File: config.mk
export PLATFORM = sky130hd
export DESIGN_NAME = fixed_exp_argred_flat
export DESIGN_NICKNAME = d
export VERILOG_FILES = /design/src/rtl/fixed_exp_argred_if.sv /design/src/rtl/fixed_exp_argred.sv /design/src/flat_wrapper.sv
export SDC_FILE = /design/constraint.sdc
export NUM_CORES = 1
export LEC_CHECK = 0
export CAP_MARGIN = 20
export CORE_ASPECT_RATIO = 1.5
export CORE_MARGIN = 10
export CORE_UTILIZATION = 55
export CTS_BUF_LIST = sky130_fd_sc_hd__clkbuf_16
export CTS_CLUSTER_DIAMETER = 40
export DETAILED_ROUTE_END_ITERATION = 12
export HOLD_SLACK_MARGIN = 0.15
export PLACE_DENSITY = 0.79
export SLEW_MARGIN = 20
export SYNTH_ARGS = -nofsm -noshare
export SYNTH_HDL_FRONTEND = slang
export SYNTH_SLANG_ARGS = --single-unit
File: constraint.sdc
create_clock -name clk -period 2.7 [get_ports clk]
set_input_delay 0.675 -clock clk [delete_from_list [all_inputs] [get_ports clk]]
set_output_delay 0.675 -clock clk [all_outputs]
set_load 0.02 [all_outputs]
File: src/rtl/fixed_exp_argred_if.sv
// Handshake bundle for the exp argument-reduction stage: input stream (in_*) and
// result stream (out_*). The reducer uses the slave view; its driver uses master.
interface fixed_exp_argred_if;
  logic        in_valid;
  logic        in_ready;
  logic [11:0] in_x;
  logic        out_valid;
  logic        out_ready;
  logic [6:0]  out_k;
  logic [9:0]  out_rem;

  modport master (
    output in_valid,
    output in_x,
    output out_ready,
    input  in_ready,
    input  out_valid,
    input  out_k,
    input  out_rem
  );

  modport slave (
    input  in_valid,
    input  in_x,
    input  out_ready,
    output in_ready,
    output out_valid,
    output out_k,
    output out_rem
  );
endinterface

File: src/rtl/fixed_exp_argred.sv
// Iterative argument reduction x = k*ln2 + rem, 0 <= rem < ln2.
// One add/subtract of ln2 (Q0.15) per clock; rem is handed out in [2:-7] format.
module fixed_exp_argred (
  input  logic                 clk,
  input  logic                 rst,
  fixed_exp_argred_if.slave    bus
);

  localparam logic signed [20:0] Ln2Q15 = 21'sd22713;

  typedef enum logic [1:0] {StIdle, StReduce, StDone} state_e;

  state_e             state_q, state_d;
  logic signed [20:0] r_q, r_d;
  logic signed [6:0]  k_q, k_d;
  logic [6:0]         out_k_q, out_k_d;
  logic [6:0]         out_rem_q, out_rem_d;
  logic               out_valid_q, out_valid_d;
  logic               out_hs;

  // out_valid is registered one cycle behind DONE entry, so the result is
  // offered n+2 edges after the input handshake.
  assign out_hs        = out_valid_q && bus.out_ready;
  assign bus.in_ready  = (state_q == StIdle) && !rst;
  assign bus.out_valid = out_valid_q;
  assign bus.out_k     = out_k_q;
  assign bus.out_rem   = {3'b000, out_rem_q};

  // Next-state: load, one reduction step per cycle, then hold until consumed.
  always_comb begin
    state_d     = state_q;
    r_d         = r_q;
    k_d         = k_q;
    out_k_d     = out_k_q;
    out_rem_d   = out_rem_q;
    out_valid_d = 1'b0;
    unique case (state_q)
      StIdle: begin
        if (bus.in_valid) begin
          // Q.7 -> Q.15 with sign extension to 21 bits.
          r_d     = {bus.in_x[11], bus.in_x, 8'h00};
          k_d     = '0;
          state_d = StReduce;
        end
      end
      StReduce: begin
        if (r_q < 0) begin
          r_d = r_q + Ln2Q15;
          k_d = k_q - 7'sd1;
        end else if (r_q >= Ln2Q15) begin
          r_d = r_q - Ln2Q15;
          k_d = k_q + 7'sd1;
        end else begin
          // Truncate the 15-bit fraction to 7 bits; no rounding.
          out_k_d   = k_q;
          out_rem_d = r_q[14:8];
          state_d   = StDone;
        end
      end
      StDone: begin
        out_valid_d = 1'b1;
        if (out_hs) begin
          out_valid_d = 1'b0;
          state_d     = StIdle;
        end
      end
      default: state_d = StIdle;
    endcase
  end

  // State register with synchronous reset; reset discards any in-flight argument.
  always_ff @(posedge clk) begin
    if (rst) begin
      state_q     <= StIdle;
      r_q         <= '0;
      k_q         <= '0;
      out_k_q     <= '0;
      out_rem_q   <= '0;
      out_valid_q <= 1'b0;
    end else begin
      state_q     <= state_d;
      r_q         <= r_d;
      k_q         <= k_d;
      out_k_q     <= out_k_d;
      out_rem_q   <= out_rem_d;
      out_valid_q <= out_valid_d;
    end
  end

endmodule
File: src/flat_wrapper.sv
// flat-port wrapper written by rule: the top's interface ports become plain ports
module fixed_exp_argred_flat 
  (clk, rst, bus_in_valid, bus_in_x, bus_out_ready, bus_in_ready, bus_out_valid, bus_out_k, bus_out_rem);
  fixed_exp_argred_if bus_i ();
  input  logic clk;
  input  logic rst;
  input wire logic [$bits(bus_i.in_valid)-1:0] bus_in_valid;
  input wire logic [$bits(bus_i.in_x)-1:0] bus_in_x;
  input wire logic [$bits(bus_i.out_ready)-1:0] bus_out_ready;
  output wire logic [$bits(bus_i.in_ready)-1:0] bus_in_ready;
  output wire logic [$bits(bus_i.out_valid)-1:0] bus_out_valid;
  output wire logic [$bits(bus_i.out_k)-1:0] bus_out_k;
  output wire logic [$bits(bus_i.out_rem)-1:0] bus_out_rem;
  assign bus_i.in_valid = bus_in_valid;
  assign bus_i.in_x = bus_in_x;
  assign bus_i.out_ready = bus_out_ready;
  assign bus_in_ready = bus_i.in_ready;
  assign bus_out_valid = bus_i.out_valid;
  assign bus_out_k = bus_i.out_k;
  assign bus_out_rem = bus_i.out_rem;
  fixed_exp_argred u_core (.clk(clk), .rst(rst), .bus(bus_i));
endmodule
## Word-level counts from Yosys, hierarchy flattened

Index checks and enable logic that the tools add are counted.

| storage, ports and cells | value |
|---|---|
| bits in registers | 45 |
| output and inout port bits | 19 |

| operators by class | value |
|---|---|
| add/sub/neg operators | 4 |
| $lt $le $gt $ge | 2 |
| equal/unequal tests | 7 |
| mux-type cells | 14 |
| bitwise gates (word level) | 3 |
| reductions and logical operators | 9 |

Operators with widths:

| cell | number |
|---|---|
| 21-bit two-way mux | 3 |
| 21-bit case mux with 2 select lines | 1 |
| 21-bit by 16-bit adder with 21-bit output, second input constant | 1 |
| 21-bit by 16-bit greater-or-equal comparator with 1-bit output, second input constant | 1 |
| 21-bit by 1-bit less-than comparator with 1-bit output, second input constant | 1 |
| 7-bit two-way mux | 3 |
| 21-bit by 16-bit subtractor with 21-bit output, second input constant | 1 |
| 7-bit case mux with 2 select lines | 1 |
| 2-bit two-way mux | 4 |
| 7-bit by 2-bit adder with 7-bit output, second input constant | 1 |
| 7-bit by 2-bit subtractor with 7-bit output, second input constant | 1 |
| 2-bit != test, second input constant | 3 |
| 2-bit case mux with 3 select lines | 1 |
| 3-bit AND reduction | 2 |
| 4-bit AND reduction | 1 |
| 3-bit by 1-bit != test with 1-bit output, second input constant | 1 |
| 1-bit inverter | 3 |
| 2-bit by 1-bit equality test with 1-bit output, second input constant | 1 |
| 2-bit equality test, second input constant | 1 |
| 1-bit logical AND | 2 |
| 2-bit zero test | 1 |
| 2-bit by 1-bit != test with 1-bit output, second input constant | 1 |
| 2-bit nonzero test | 1 |
| 2-bit OR reduction | 1 |
| 2 further kinds | 2 |

## Longest topological paths before layout

Gate-level depths: netlist of the first run.

| logic depth | value |
|---|---|
| depth after elaboration | 4 |
| gate-level depth with buffers | 10 |
| gate-level depth less buffers | 8 |

## Worst setup path before layout of the first run

Ideal clock, no wire load.

| timing | value |
|---|---|
| kind | input-to-output |
| start | input rst |
| end | output bus_in_ready |
| arrival | 1,520 ps |
| data required time | 2,025 ps |
| path slack | 505 ps |
| stages on the path | 3 |
| buffers on the path | 2 |
| path through | clkbuf_1 buf_1 nor3_1 |

| on the way | value |
|---|---|
| word-level cells in the longest chain between the ends | 2 |

RTL lines:

| element | line | RTL |
|---|---|---|
| start, declared | flat_wrapper.sv:6 | `input logic rst;` |
| 1-bit zero test | fixed_exp_argred.sv:24 | `assign bus.in_ready = (state_q == StIdle) && !rst;` |
| 1-bit logical AND | fixed_exp_argred.sv:24 |  |
| end, declared | flat_wrapper.sv:10 | `output wire logic [$bits(bus_i.in_ready)-1:0] bus_in_ready;` |

Every way passes these cells.

## Worst setup path in the final report of the first run

| timing | value |
|---|---|
| start | register u_core.r_q[7] |
| end | register u_core.r_q[15] |

| on the way | value |
|---|---|
| word-level cells in the longest chain between the ends | 4 |

RTL lines:

| element | line | RTL |
|---|---|---|
| start, declared | fixed_exp_argred.sv:14 | `logic signed [20:0] r_q, r_d;` |
| start signal, assigned | fixed_exp_argred.sv:82 | `r_q <= r_d;` |
| 21-bit by 16-bit subtractor with 21-bit output | fixed_exp_argred.sv:51 | `r_d = r_q - Ln2Q15;` |
| 21-bit two-way mux | fixed_exp_argred.sv:50 | `end else if (r_q >= Ln2Q15) begin` |
| 21-bit two-way mux | fixed_exp_argred.sv:47 | `if (r_q < 0) begin` |
| 21-bit case mux with 2 select lines | fixed_exp_argred.sv:37 | `unique case (state_q)` |

Several ways; a longest one is shown, not always the timed one. The select of a mux whose other input is x is not followed.
A chain may end at the register's enable or synchronous reset.

==> flow_metrics.env, run 1 <==
export IMPL_swShare_pct=41.5
export IMPL_finalMaxSlewViolations=0
export IMPL_seqPwrFrac_pct=33.8
export IMPL_rows=32
export IMPL_cp_end_kind="register"
export IMPL_tightest_slew_ns=0.645
export IMPL_postCtsHoldBufs=0
export IMPL_port_buffers=31
export IMPL_yosys_warnings=0
export IMPL_synth_distinct_cells=68
export IMPL_power_density_nw_per_um2=771
export IMPL_cts_root_buf="clkbuf_16"
export IMPL_p_total_mw=2.72
export IMPL_drive_above_1_share_pct=10.8
export IMPL_cp_start_kind="register"
export IMPL_die_x_microns=80.1
export IMPL_power_leakage_nw=1.40
export IMPL_crit_path_max_fanout=9
export IMPL_maxCapViolCount=0
export IMPL_setup_tns_ns=0
export IMPL_grt_pass1_vias=3000
export IMPL_async_flop_share_pct=0
export IMPL_fin_worst_skew_ns=0.00662
export IMPL_drt_first_iter_violations=234
export IMPL_cts_clk_slew_worst_paths_ns=0.07
export IMPL_synth_seq_cells=45
export IMPL_cts_tree="yes"
export IMPL_drt_wirelength_per_cell_microns=19.2
export IMPL_grt_setup_unrepaired="false"
export IMPL_final_cell_mix="dfxtp_1 (45), nor2_1 (36), clkdlybuf4s50_1 (30)"
export IMPL_start_util_pct=57.3
export IMPL_hold_path_class="register to register"
export IMPL_ant_nets=0
export IMPL_gr_total_overflow=0
export IMPL_synth_ff_type="dfxtp_1"
export IMPL_htree_levels=2
export IMPL_syn2layout_area_growth_pct=18.4
export IMPL_routed_wl_microns=8960
export IMPL_first_pass_iters=5
export IMPL_cts_resized=0
export IMPL_dp_cells=458
export IMPL_antenna_cells=0
export IMPL_fp_coreArea_sq_um=5200
export IMPL_routabilityCongestion=0.946
export IMPL_final_common_cell="dfxtp_1"
export IMPL_finalCritPeriodShare_pct=92.9
export IMPL_clock_latency_ns=0.29
export IMPL_worst_path_max_delay_cell="dfxtp_1"
export IMPL_antenna_found_initial=0
export IMPL_p_switching_mw=1.13
export IMPL_p_clk_share_pct=21.9
export IMPL_viasPerCell=6.58
export IMPL_relSlewSlack_pct=56.4
export IMPL_dp_hpwl_microns=6400
export IMPL_crit_path_max_incr_delay_ns=0.49
export IMPL_nets=422
export IMPL_syn_area_sq_um=2980
export IMPL_num_vias=3066
export IMPL_clock_fmax_mhz=399
export IMPL_worstPathCellList="nor4b_2 -> nand3b_1 -> or3_4 -> a31o_1 -> buf_4 -> or3_1 -> a31oi_1"
export IMPL_pin_count=35
export IMPL_final_cells=466
export IMPL_grt_max_degree=41
export IMPL_status="finished clean"
export IMPL_cts_setup_buffers=0
export IMPL_die_area_sq_um=8830
export IMPL_p_int_mw=1.59
export IMPL_crit_arrival_ns=2.72
export IMPL_cts_made_buffers=5
export IMPL_ir_drop_uv=553
export IMPL_setup_viol=0
export IMPL_grt_usage_pct=20.7
export IMPL_setup_worst_path_class="register to register"
export IMPL_pwr_share_comb_pct=44.3
export IMPL_postSynthCellCount=369
export IMPL_clock_sinks=45
export IMPL_hold_viol_final=0
export IMPL_grt_pass1_wl_microns=14800
export IMPL_synth_seq_area_share_pct=30.2
export IMPL_fp_dieH_microns=110
export IMPL_worstPathRequired_ns=2.91
export IMPL_drc=0
export IMPL_period_minus_slack_ns=2.51
export IMPL_cts_path_max_buffers=2
export IMPL_synth_edf_count=0
export IMPL_synth_avg_cell_area_sq_um=8.08
per-layer routing:
layer  global-route usage [%]  vias to the layer above  part of all wire (%)
li1                         -                     1447                     -
met1                     24.6                     1445                    40
met2                     34.6                      146                    48
met3                     4.38                       28                   7.4
met4                     9.97                        0                   3.8
met5                        0                        -                     0
per-stage QoR:
step / hold WS [ns] / area (sq um) / setup WS (ns) / utilization [%]
finish: 0.495 / 3530 / 0.191 / 67.8
global route: 0.529 / 3530 / 0.0763 / 67.8
CTS: 0.501 / 3530 / 0.0258 / 67.8
floorplan: 0.460 / 2990 / 0.505 / -
global placement: 0.481 / 3380 / 0.0142 / 65.0
detailed placement: 0.489 / 3380 / 0.0258 / 65.0
power by group through the flow:
stage | clock network (mW) | registers [mW] | logic (mW)
after global routing | 0.619 | 0.939 | 1.32
after global placement | 0 | 0.924 | 1.16
after detailed placement | 0 | 0.926 | 1.18
final | 0.595 | 0.920 | 1.21
after CTS | 0.596 | 0.913 | 1.19
after floorplan | 0 | 0.840 | 0.900
cells in the mapped netlist, types with 4 or more instances:
cell type	n	area [sq um]
buf_4	4	30.0
nor2b_1	4	25.0
o31ai_1	10	75.1
o211ai_1	8	60.1
nor2_1	36	135
nand2_1	24	90.1
buf_2	10	50.1
o21ai_0	13	65.1
mux2i_1	17	170
nor3_1	11	55.1
nand2b_1	5	31.3
o2111ai_1	10	87.6
or3_1	11	68.8
a22oi_1	4	30.0
xnor2_1	4	35.0
inv_1	8	30.0
clkbuf_1	19	71.3
nand3_1	15	75.1
a32o_1	4	40.0
ha_1	8	100
a31oi_1	7	43.8
a21oi_1	20	100
dfxtp_1	45	901
layout make-up:
class | instances | area, sq um
multi-input cells | 280 | 1870
fillers | 448 | 1670
flip-flops and latches | 45 | 901
repair buffers | 56 | 500
clock buffers | 5 | 125
well taps | 68 | 85.1
inverters | 9 | 33.8
clock inverters | 3 | 18.8
path summary, 6_finish.rpt:
path              depth (start not counted)                start             endpoint  slack, ns
setup / recovery                          7        u_core.r_q[7]       u_core.r_q[15]       0.19
hold / removal                            2  u_core.bus.out_k[3]  u_core.bus.out_k[3]       0.50
setup reg to reg                          7        u_core.r_q[7]       u_core.r_q[15]       0.19
hold reg to reg                           2  u_core.bus.out_k[3]  u_core.bus.out_k[3]       0.50
flip-flops by register name, indices dropped and copies added, names as in the netlist:
register,flops
u_core.bus.out_valid,1
u_core.k_q,7
u_core.r_q,21
u_core.out_rem_q,7
u_core.state_q,2
u_core.bus.out_k,7
critical path: cells and delay by family, from the launching register on:
kind	cells	cell delay, ns
AO/OA/AOI/OAI	2	0.52
AND/OR/NAND/NOR	4	1.19
buffers and inverters	1	0.22
flip-flops	1	0.49
cells by family (layout without fill, tap and decap cells):
| logic type | after synthesis | in the layout | share of synthesized area (%) |
|---|---|---|---|
| DFF | 45 | 45 | 30.2 |
| AOI/OAI and AO/OA | 118 | 118 | 29.1 |
| adders and majority gates | 9 | 9 | 4.03 |
| buffers and inverters | 46 | 73 | 7.47 |
| muxes | 17 | 17 | 5.70 |
| xor gates and xnor gates | 6 | 6 | 1.76 |
| other | 1 | 3 | 0.126 |
| and+or+nand+nor | 127 | 127 | 21.6 |
(Power assumes the default switching activity.)
==> inputs of run 2 (changes only) <==
--- a/config.mk
+++ b/config.mk
@@ -8,12 +8,12 @@
 export CAP_MARGIN = 20
 export CORE_ASPECT_RATIO = 1.5
 export CORE_MARGIN = 10
-export CORE_UTILIZATION = 55
+export CORE_UTILIZATION = 51
 export CTS_BUF_LIST = sky130_fd_sc_hd__clkbuf_16
 export CTS_CLUSTER_DIAMETER = 40
 export DETAILED_ROUTE_END_ITERATION = 12
 export HOLD_SLACK_MARGIN = 0.15
-export PLACE_DENSITY = 0.79
+export PLACE_DENSITY = 0.77
 export SLEW_MARGIN = 20
 export SYNTH_ARGS = -nofsm -noshare
 export SYNTH_HDL_FRONTEND = slang
==> constraint.sdc (replaced) <==
create_clock -name clk -period 2.07 [get_ports clk]
set_input_delay 0.5175 -clock clk [delete_from_list [all_inputs] [get_ports clk]]
set_output_delay 0.5175 -clock clk [all_outputs]
set_load 0.02 [all_outputs]
==> flow_metrics.env, run 2 (synthesis results as in run 1) <==
export IMPL_status="finished with violations"
export IMPL_violations="negative setup slack"
export IMPL_ir_drop_uv=559
export IMPL_grt_pass1_wl_microns=15600
export IMPL_num_vias=3335
export IMPL_syn2layout_area_growth_pct=38.9
export IMPL_first_pass_iters=6
export IMPL_r2r_start="u_core.r_q[6]"
export IMPL_finalMaxSlewViolations=0
export IMPL_nets=468
export IMPL_start_util_pct=51.9
export IMPL_clock_fmax_mhz=482
export IMPL_antenna_found_initial=0
export IMPL_drc=0
export IMPL_cts_path_max_buffers=2
export IMPL_routed_wl_microns=10200
export IMPL_dp_hpwl_microns=7000
export IMPL_top_register="u_core.r_q"
export IMPL_rr_worst_depth=7
export IMPL_cp_end_kind="register"
export IMPL_gr_total_overflow=0
export IMPL_final_common_cell="buf_4"
export IMPL_power_leakage_nw=1.70
export IMPL_cp_start_kind="register"
export IMPL_fin_util_pct=72.2
export IMPL_port_buffers=31
export IMPL_viasPerCell=6.46
export IMPL_fp_coreArea_sq_um=5740
export IMPL_period_minus_slack_ns=2.07
export IMPL_clock_latency_ns=0.30
export IMPL_fillCellCount=440
export IMPL_die_x_microns=82.4
export IMPL_maxCapViolCount=0
export IMPL_largest_reg_flops=21
export IMPL_grt_pass1_vias=3257
export IMPL_htree_levels=2
export IMPL_clock_sinks=45
export IMPL_crit_arrival_ns=2.26
export IMPL_setup_tns_ns=-0.00294
export IMPL_finalCritPeriodShare_pct=100
export IMPL_setup_worst_path_class="register to register"
export IMPL_cts_clk_slew_worst_paths_ns=0.07
export IMPL_final_cell_mix="buf_4 (59), dfxtp_1 (37), nor2_1 (35)"
export IMPL_grt_setup_unrepaired="true"
export IMPL_cts_root_buf="clkbuf_16"
export IMPL_startpoint="u_core.r_q[6]"
export IMPL_cts_tree="yes"
export IMPL_hold_path_class="register to register"
export IMPL_fp_dieH_microns=114
export IMPL_power_density_nw_per_um2=1020
export IMPL_setup_ws_ns=-0.00294
export IMPL_drive_above_1_share_pct=27.0
export IMPL_cts_made_buffers=5
export IMPL_rows=34
export IMPL_cp_endpoint="u_core.r_q[14]"
export IMPL_fin_worst_skew_ns=0.00470
export IMPL_rrSetupSlack_ns=-0.003
export IMPL_r2r_end="u_core.r_q[14]"
export IMPL_setup_viol=1
export IMPL_ant_nets=0
export IMPL_pin_count=35
export IMPL_hold_viol_final=0
export IMPL_grt_max_degree=30
export IMPL_drt_first_iter_violations=410
export IMPL_crit_path_max_fanout=4
export IMPL_die_area_sq_um=9370
export IMPL_routabilityCongestion=1.00
export IMPL_drt_wirelength_per_cell_microns=19.7
export IMPL_worstPathRequired_ns=2.26
export IMPL_grt_usage_pct=20.7
export IMPL_antenna_cells=0
## run 2: worst min-delay path by stage
stage                        start                  end  slack [ns]  depth (start not counted)
2_1_floorplan        u_core.k_q[2]        u_core.k_q[2]        0.46                          2
3_3_place_gp   u_core.out_rem_q[6]  u_core.out_rem_q[6]        0.48                          2
3_5_place_dp         u_core.k_q[2]        u_core.k_q[2]        0.48                          2
4_1_cts              u_core.k_q[2]        u_core.k_q[2]        0.50                          2
5_1_grt              u_core.k_q[2]        u_core.k_q[2]        0.52                          2
6_report             u_core.k_q[2]        u_core.k_q[2]        0.49                          2
## run 2: power by group
part	total (mW)	switching, mW	internal [mW]
logic	2.20	1.18	1.02
clock network	0.875	0.409	0.466
registers	1.14	0.149	0.991
total	4.22	1.74	2.47
## run 2: timing repair
action | in CTS | in global routing
setup buffers | 0 | 5
cloned | 0 | 2
pin swaps | 5 | 18
gates resized for setup | 15 | 33
hold buffers | 0 | 0
endpoints found under the setup margin | 25 | 41
## run 2: per-layer routing
metal / global-route usage, % / share of wire (%)
met1: 23.2 / 37
met2: 35.7 / 52
met3: 2.91 / 6.7
met4: 11.3 / 4.1
met5: 0 / 0
## run 2: area by class of cell
class	count	area (sq um)	share of cell area, %
timing repair buffer	102	955	23.0
tap	72	90.1	2.17
sequential	45	911	22.0
multi-input combinational	280	2000	48.3
inverter	9	33.8	0.815
clock buffer	5	125	3.02
clock inverter	3	28.8	0.694
## run 2: worst max-delay path, cell delays in order, from the launching register on
cell and delay [ns]:
dfxtp_2 0.34, a2111o_1 0.45, a41oi_2 0.36, nor2_1 0.09, o31ai_1 0.31, buf_4 0.17
o31ai_1 0.05, a32o_1 0.20
## run 2: per-stage QoR
step | instance area [sq um] | instances | setup slack (ns) | total power, mW | hold slack (ns)
6_report | 4140 | 516 | -0.00294 | 4.22 | 0.491
5_1_grt | 4140 | 516 | -0.0545 | 4.41 | 0.521
4_1_cts | 3920 | 509 | 0.000791 | 3.93 | 0.496
3_5_place_dp | 3720 | 501 | -0.306 | 3.02 | 0.485
3_3_place_gp | 3720 | 501 | -0.321 | 2.98 | 0.480
2_1_floorplan | 3000 | 371 | 0.0133 | 2.27 | 0.460
==> inputs of run 3 (changes only) <==
--- a/config.mk
+++ b/config.mk
@@ -12,9 +12,9 @@
 export CTS_BUF_LIST = sky130_fd_sc_hd__clkbuf_16
 export CTS_CLUSTER_DIAMETER = 40
 export DETAILED_ROUTE_END_ITERATION = 12
+export GPL_TIMING_DRIVEN = 0
 export HOLD_SLACK_MARGIN = 0.15
 export PLACE_DENSITY = 0.77
-export SLEW_MARGIN = 20
 export SYNTH_ARGS = -nofsm -noshare
 export SYNTH_HDL_FRONTEND = slang
 export SYNTH_SLANG_ARGS = --single-unit
==> flow_metrics.env, run 3 (synthesis results as in run 1) <==
export IMPL_status="finished with violations"
export IMPL_violations="negative setup slack"
export IMPL_routed_wl_microns=11600
export IMPL_antenna_found_initial=0
export IMPL_clock_sinks=45
export IMPL_num_vias=3535
export IMPL_finalMaxSlewViolations=0
export IMPL_final_cell_mix="dfxtp_1 (36), nor2_1 (35), buf_4 (29), clkdlybuf4s50_1 (29), nand2_1 (22)"
export IMPL_port_buffers=31
export IMPL_ant_nets=0
export IMPL_crit_path_max_fanout=8
export IMPL_setup_viol=42
export IMPL_final_common_cell="dfxtp_1"
export IMPL_die_x_microns=82.4
export IMPL_cts_made_buffers=5
export IMPL_tightest_slew_ns=0.703
export IMPL_rr_worst_depth=6
export IMPL_setup_tns_ns=-5.36
export IMPL_pin_count=35
export IMPL_pre_cts_ws_ns=-1.08
export IMPL_grt_max_degree=16
export IMPL_hp_start="u_core.bus.out_k[4]"
export IMPL_power_leakage_nw=1.68
export IMPL_grt_usage_pct=22.9
export IMPL_relSlewSlack_pct=53.1
export IMPL_htree_levels=2
export IMPL_nets=467
export IMPL_power_density_nw_per_um2=1040
export IMPL_finalCritPeriodShare_pct=112
export IMPL_cp_end_kind="register"
export IMPL_maxCapViolCount=0
export IMPL_clock_latency_ns=0.30
export IMPL_cp_start_kind="register"
export IMPL_holdWs_ns=0.500
export IMPL_drt_first_iter_violations=363
export IMPL_antenna_cells=0
export IMPL_drt_wirelength_per_cell_microns=22.6
export IMPL_viasPerCell=6.86
export IMPL_dp_cells=474
export IMPL_dp_hpwl_microns=6950
export IMPL_crit_arrival_ns=2.47
export IMPL_routabilityCongestion=0.987
export IMPL_die_area_sq_um=9370
export IMPL_grt_pass1_vias=3323
export IMPL_setup_worst_path_class="register to register"
export IMPL_fp_dieH_microns=114
export IMPL_fin_worst_skew_ns=0.00960
export IMPL_ir_drop_uv=666
export IMPL_worstHoldEndpoint="u_core.bus.out_k[4]"
export IMPL_cts_clk_slew_worst_paths_ns=0.07
export IMPL_syn2layout_area_growth_pct=44.0
export IMPL_hold_path_depth=2
export IMPL_cts_root_buf="clkbuf_16"
export IMPL_gr_total_overflow=0
export IMPL_start_util_pct=51.9
export IMPL_clock_fmax_mhz=432
export IMPL_r2r_start="u_core.r_q[9]"
export IMPL_fp_coreArea_sq_um=5740
export IMPL_rows=34
export IMPL_period_minus_slack_ns=2.31
export IMPL_hold_path_class="register to register"
export IMPL_r2r_end="u_core.r_q[15]"
export IMPL_top_register="u_core.r_q"
export IMPL_cts_path_max_buffers=2
export IMPL_grt_setup_unrepaired="true"
export IMPL_rrSetupSlack_ns=-0.24
export IMPL_postLayoutCellArea_sq_um=4300
export IMPL_cts_tree="yes"
export IMPL_drc=0
export IMPL_setup_ws_ns=-0.244
export IMPL_place_area_sq_um=3400
export IMPL_worstPathRequired_ns=2.23
export IMPL_largest_reg_flops=21
export IMPL_grt_pass1_wl_microns=17000
export IMPL_final_cells=515
export IMPL_first_pass_iters=5
export IMPL_fillCellCount=390
export IMPL_drive_above_1_share_pct=29.8
export IMPL_hold_viol_final=0
## run 3: per-stage QoR
| step | utilization [%] | total power [mW] |
|---|---|---|
| floorplan | - | 2.27 |
| global placement | 59.1 | 2.70 |
| detailed placement | 59.1 | 2.73 |
| CTS | 69.7 | 4.02 |
| global route | 74.8 | 4.62 |
| finish | 74.8 | 4.46 |
## run 3: final cells by class
| cell class | count | area [sq um] | share of cell area [%] |
|---|---|---|---|
| multi-input cells | 280 | 2180 | 50.8 |
| flip-flops and latches | 45 | 922 | 21.5 |
| repair buffers | 68 | 677 | 15.8 |
| plain buffers | 33 | 245 | 5.71 |
| clock buffers | 5 | 125 | 2.91 |
| well taps | 72 | 90.1 | 2.10 |
| inverters | 9 | 33.8 | 0.786 |
| clock inverters | 3 | 21.3 | 0.495 |
## run 3: worst max-delay path by stage
stage	from	to	slack, ns	cells past startpoint
after floorplan	u_core.r_q[6]	u_core.r_q[14]	0.01	8
after global placement	rst	bus_in_ready	-1.08	5
after detailed placement	rst	bus_in_ready	-1.08	5
after CTS	u_core.r_q[13]	u_core.r_q[9]	-0.08	8
after global routing	u_core.r_q[9]	u_core.r_q[16]	-0.25	9
final	u_core.r_q[9]	u_core.r_q[15]	-0.24	6
## run 3: power breakdown
group	leakage (nW)	switching [mW]	internal, mW
clock network	0.0702	0.380	0.451
registers	0.371	0.185	0.994
logic	1.24	1.36	1.08
## run 3: layer usage
metal,track usage [%],wire (microns),vias up,part of all wire (%)
li1,-,-,1530,-
met1,26.0,4190,1674,36
met2,37.1,5750,251,49
met3,3.62,913,80,7.9
met4,16.5,765,0,6.6
met5,0,0,-,0
## run 3: worst max-delay path: stages, from the launching register on
cell,delay [ns]
dfxtp_1,0.55
o2111ai_2,0.26
a21oi_2,0.31
nor2_1,0.12
a211o_1,0.37
a32oi_1,0.40
a31oi_1,0.15
## run 3: repair_timing
item | in CTS | in global routing
hold buffers | 0 | 0
gates resized for setup | 71 | 59
pin swaps | 12 | 27
endpoints found under the setup margin | 45 | 44
gates cloned | 3 | 1
setup buffers | 20 | 16
